$ cat src/rtl/bitstream_pkg.sv
// Shared types and sizing helpers for the stochastic bitstream decoder/encoder family.
package bitstream_pkg;

  typedef enum logic [1:0] {IDLE, SETTLE, COUNT, DONE} decoder_state_t;

  // SKIP is limited to 0..255, so an 8-bit settle counter always suffices
  localparam int SETTLE_WIDTH = 8;

  function automatic int window_len(input int width);
    return 1 << width;
  endfunction

  function automatic int result_width(input int width);
    return width + 2;
  endfunction

endpackage

$ cat src/rtl/bitstream_decoder_window_counter.sv
// Wrapping up-counter with clear/enable; o_tc flags the cycle holding TC_VALUE.
module window_counter #(
  parameter int               WIDTH    = 8,
  parameter logic [WIDTH-1:0] TC_VALUE = '1
) (
  input  logic clk,
  input  logic n_rst,
  input  logic i_clr,
  input  logic i_en,
  output logic o_tc
);

  logic [WIDTH-1:0] r_count;

  always_ff @(posedge clk) begin
    if (n_rst) begin
      r_count <= '0;
    end else if (i_clr) begin
      r_count <= '0;
    end else if (i_en) begin
      r_count <= (r_count == TC_VALUE) ? '0 : r_count + 1'b1;
    end
  end

  assign o_tc = (r_count == TC_VALUE);

endmodule

$ cat src/rtl/bitstream_decoder.sv
// Counts ones of a stochastic bitstream over 2^WIDTH cycles (after an optional
// settle phase) and hands the binary result out on a valid/ack handshake.
//
// state  | meaning
// IDLE   | waiting for start
// SETTLE | discarding SKIP cycles while upstream pipelines flush
// COUNT  | sampling x on each of N cycles
// DONE   | result held on value/valid until ack
module bitstream_decoder
  import bitstream_pkg::*;
#(
  parameter int WIDTH   = 8,
  parameter int SKIP    = 0,
  parameter bit BIPOLAR = 1'b0
) (
  input  logic             clk,
  input  logic             n_rst,
  input  logic             start,
  input  logic             x,
  input  logic             ack,
  output logic             busy,
  output logic             valid,
  output logic [WIDTH+1:0] value
);

  localparam int N  = window_len(WIDTH);
  localparam int RW = result_width(WIDTH);
  localparam logic [SETTLE_WIDTH-1:0] SETTLE_TC =
    (SKIP > 0) ? SETTLE_WIDTH'(SKIP - 1) : '0;

  decoder_state_t r_state;
  decoder_state_t w_next;
  decoder_state_t w_launch;

  logic [WIDTH:0]  r_ones;
  logic [WIDTH:0]  w_ones_next;
  logic [RW-1:0]   r_value;
  logic [RW-1:0]   w_result;
  logic            w_in_count;
  logic            w_in_settle;
  logic            w_win_tc;
  logic            w_set_tc;

  assign w_in_count  = (r_state == COUNT);
  assign w_in_settle = (r_state == SETTLE);

  window_counter #(
    .WIDTH    (WIDTH),
    .TC_VALUE ({WIDTH{1'b1}})
  ) u_window (
    .clk   (clk),
    .n_rst (n_rst),
    .i_clr (!w_in_count),
    .i_en  (w_in_count),
    .o_tc  (w_win_tc)
  );

  window_counter #(
    .WIDTH    (SETTLE_WIDTH),
    .TC_VALUE (SETTLE_TC)
  ) u_settle (
    .clk   (clk),
    .n_rst (n_rst),
    .i_clr (!w_in_settle),
    .i_en  (w_in_settle),
    .o_tc  (w_set_tc)
  );

  always_comb begin
    w_launch = COUNT;
    if (SKIP > 0) begin
      w_launch = SETTLE;
    end
  end

  always_comb begin
    w_next = r_state;
    case (r_state)
      IDLE:    if (start) w_next = w_launch;
      SETTLE:  if (w_set_tc) w_next = COUNT;
      COUNT:   if (w_win_tc) w_next = DONE;
      DONE:    if (ack) w_next = start ? w_launch : IDLE;
      default: w_next = IDLE;
    endcase
  end

  always_ff @(posedge clk) begin
    if (n_rst) begin
      r_state <= IDLE;
    end else begin
      r_state <= w_next;
    end
  end

  // The latched result must include the final sample, so it is formed from the
  // incremented count rather than the registered one.
  assign w_ones_next = r_ones + {{WIDTH{1'b0}}, x};

  always_comb begin
    w_result = {1'b0, w_ones_next};
    if (BIPOLAR) begin
      w_result = {w_ones_next, 1'b0} - RW'(N);
    end
  end

  always_ff @(posedge clk) begin
    if (n_rst) begin
      r_ones <= '0;
    end else if (!w_in_count) begin
      r_ones <= '0;
    end else begin
      r_ones <= w_ones_next;
    end
  end

  always_ff @(posedge clk) begin
    if (n_rst) begin
      r_value <= '0;
    end else if (w_in_count && w_win_tc) begin
      r_value <= w_result;
    end
  end

  assign busy  = w_in_count || w_in_settle;
  assign valid = (r_state == DONE);
  assign value = r_value;

endmodule

$ cat config.mk
export PLATFORM = sky130hd
export DESIGN_NAME = bitstream_decoder
export DESIGN_NICKNAME = d
export VERILOG_FILES = /design/src/rtl/bitstream_pkg.sv /design/src/rtl/bitstream_decoder_window_counter.sv /design/src/rtl/bitstream_decoder.sv
export SDC_FILE = /design/constraint.sdc
export NUM_CORES = 1
export LEC_CHECK = 0
export ABC_CLOCK_PERIOD_IN_PS = 2930
export BUFFER_PORTS_ARGS = -buffer_cell sky130_fd_sc_hd__buf_2
export CAP_MARGIN = 40
export CORE_UTILIZATION = 41
export DETAILED_ROUTE_END_ITERATION = 16
export MAX_ROUTING_LAYER = met4
export PLACE_DENSITY = 0.6
export REMOVE_ABC_BUFFERS = 1
export SETUP_SLACK_MARGIN = 0.3
export SKIP_CTS_REPAIR_TIMING = 1
export SYNTH_ARGS = -nofsm -noshare
export SYNTH_HDL_FRONTEND = slang
export SYNTH_SLANG_ARGS = --single-unit
export TNS_END_PERCENT = 20
$ cat constraint.sdc
create_clock -name clk -period 2.93 [get_ports clk]
set_clock_uncertainty 0.05 [all_clocks]
set_input_delay 0.7325 -clock clk [delete_from_list [all_inputs] [get_ports clk]]
set_output_delay 0.7325 -clock clk [all_outputs]
set_load 0.02 [all_outputs]
==> results.md <==
* Pre-CTS WS at about 0.95 ns
* Core Footprint at approximately 0.0035 mm2
* Clock Pin Slew Worst Setup and Hold Paths at ~0.070 ns
* Slew Limit Fails at 0
* Power density over cell area at around 520 mW/mm2
* Initial antenna violation count at 0
* Netlist cell types at 28
* Final hold viol count at 0
* GR Util All Layers at 0.151
* Post-synthesis async set-or-reset flop share at 0
* Crit-path max FO at 4
* Critical Path AT at approximately 1.2 ns
* Finished Core Util at 0.505
* CTS tree: yes
* Post-DP Area at between 0.0015 and 0.002 mm2
* Number of global-route vias before repair at between 1000 and 1500
* Status: complete, no violations
* Sequential fraction of the synthesis area at 0.467
* IO Pins at 17
* Setup WS post-layout at between 0.9 and 1 ns
* Final-stage net count at 197
* Fraction of layout cells with a size suffix above 1 at 0.152
* Largest net degree at the start of global routing at 17
* CP Class: register to output port
* FP Rows at 21
* Sw Ratio at 0.232
* Area share of the largest cell type after synthesis at 0.467
* FF-to-FF setup slack at 0.98 ns
* Ys Warns at 0
* Commonest cells in the netlist: dfxtp_1, nor2_1, nand3_1, xor2_1, inv_1
* Finished Cell Area at 0.00175 mm2
* Via Count at 1133
* DP Wirelength at approximately 1900 um
* Remaining Overflow, GRT at 0
* IO Port Bufs at 15
* Maximum vdd drop at approximately 0.22 mV
* Sequential Area at about 700 um2
* Internal power at roughly 700 uW
* First-pass GRT wire length at ~4600 um
* Syn Area/Cell at 9.36 um2
* Multi-input gate area at around 760 um2
* Fin Setup TNS at 0 ns
* Cells after Synth at around 170
* H-tree levels at 2
* Synth top area cells: dfxtp_1, nor2_1, ha_1, xor2_1, xnor2_1
* NetSw at roughly 210 uW
* Starting DRT DRC Count at between 40 and 50
* Seq cells post-synth at 36
* RSZ-0062 raised after global routing: false
* Worst skew pair latency at around 0.28 ns
* Critical Path RT at 2.15 ns
* Die height at 63.4 um
* # diodes at 0
* Die width at approximately 63 um
* Clk root buf: clkbuf_8
* Seq pwr share at 0.550
* Layout area overhead at 13.5%
* CTS buffer count at 5
* # fillers at roughly 340
* First drt pass iteration count at 4
* Worst hold path type: register to register
* RePlAce Congestion at a little over 0.8
* Final period utilization at 0.676
* Die area at around 0.0040 mm2
* Nature of the critical path endpoint: output port
* Yosys top cell by area: dfxtp_1
* Top_reg_cell synth: dfxtp_1
* Clock power frac at 0.393
* Pleak at 0.000704 uW
* ANT nets after route at 0
* FMAX at slightly above 0.5 GHz
* Count leader, synth: dfxtp_1
* Final wirelength at ~2600 um
* Startpoint Class: register
* Clock Path Buffers at 2
* Initial Util at 0.445
* Combinational share of power at 0.057
* Drt drc at 0
* Max Cap Viol at 0
* Final setup vio count at 0
* WL per Instance at about 11 um
* Vias/cell at 4.93
* Post-layout min period at around 2.0 ns
* Mapped Area at roughly 0.0015 mm2
* CTS sink cnt at 36
* Number of synthesized flops with an enable pin at 0
==> power by group through the flow <==
stage / combinational (uW) / clock, uW / sequential (uW)
after floorplan: 36.7 / 0 / 512
after global placement: 50.3 / 0 / 513
after detailed placement: 53.0 / 0 / 513
after CTS: 53.2 / 374 / 502
after global routing: 61.3 / 390 / 503
final: 52.5 / 358 / 502
==> worst max-delay path, cell delays in order (launching register included) <==
cell	delay, ns
dfxtp_1	0.39
inv_1	0.08
ha_1	0.28
buf_2	0.16
==> routing by layer <==
layer / part of all wire / vias to the layer above / GRT usage
li1: - / 588 / -
met1: 0.51 / 519 / 0.181
met2: 0.43 / 21 / 0.234
met3: 0.045 / 5 / 0.0543
met4: 0.015 / 0 / 0.0511
met5: 0 / - / -
==> flip-flops by register name, indices dropped and copies added, names as in the netlist <==
name	cells
r_ones	9
u_window.r_count	8
value	9
u_settle.r_count	8
r_state	2
==> logic make-up (layout without fill, tap and decap cells) <==
family | count (synthesis) | in the layout | share of synthesized area
AO/OA/AOI/OAI | 12 | 12 | 0.0721
XOR/XNOR | 19 | 19 | 0.108
adder cells (fa/ha/maj) | 9 | 9 | 0.0729
buffers and inverters | 16 | 35 | 0.0430
flip-flops | 36 | 36 | 0.467
multiplexers | 2 | 2 | 0.0130
other | 1 | 1 | 0.00243
AND/OR/NAND/NOR | 70 | 70 | 0.222
==> per-stage QoR <==
| step | std cells | total power, uW | hold WS, ns |
|---|---|---|---|
| 2_1_floorplan | 160 | 548 | 0.376 |
| 3_3_place_gp | 222 | 563 | 0.386 |
| 3_5_place_dp | 222 | 566 | 0.400 |
| 4_1_cts | 230 | 929 | 0.420 |
| 5_1_grt | 230 | 954 | 0.431 |
| 6_report | 230 | 913 | 0.410 |
==> final timing paths <==
check / depth (start not counted) / to / start
worst max register to register: 6 / u_settle.r_count[3] / u_settle.r_count[0]
worst max-delay path: 3 / busy / r_state[0]
worst min-delay path: 1 / u_window.r_count[0] / u_window.r_count[0]
worst min register to register: 1 / u_window.r_count[0] / u_window.r_count[0]
==> layout make-up <==
| type | instances | area share |
|---|---|---|
| Timing Repair Buffer | 16 | 0.0471 |
| Inverter | 11 | 0.0236 |
| Clock buffer | 6 | 0.0471 |
| Sequential cell | 36 | 0.411 |
| Tap cell | 46 | 0.0329 |
| Multi-Input combinational cell | 113 | 0.432 |
| Clock inverter | 2 | 0.00571 |
==> cell usage in the layout (no fill, tap or decap), drive strengths merged, types with 2 or more instances in the layout <==
cell type and count:
xnor2 7, dfxtp 36, and4 3, clkbuf 6, inv 11, mux2i 2, buf 16, nand4 3
nand3 12, xor2 12, clkinv 2, a211oi 7, and3 5, nor2b 2, nor2 35, nand2 5
ha 9
Power figures use the tool's default switching activity.
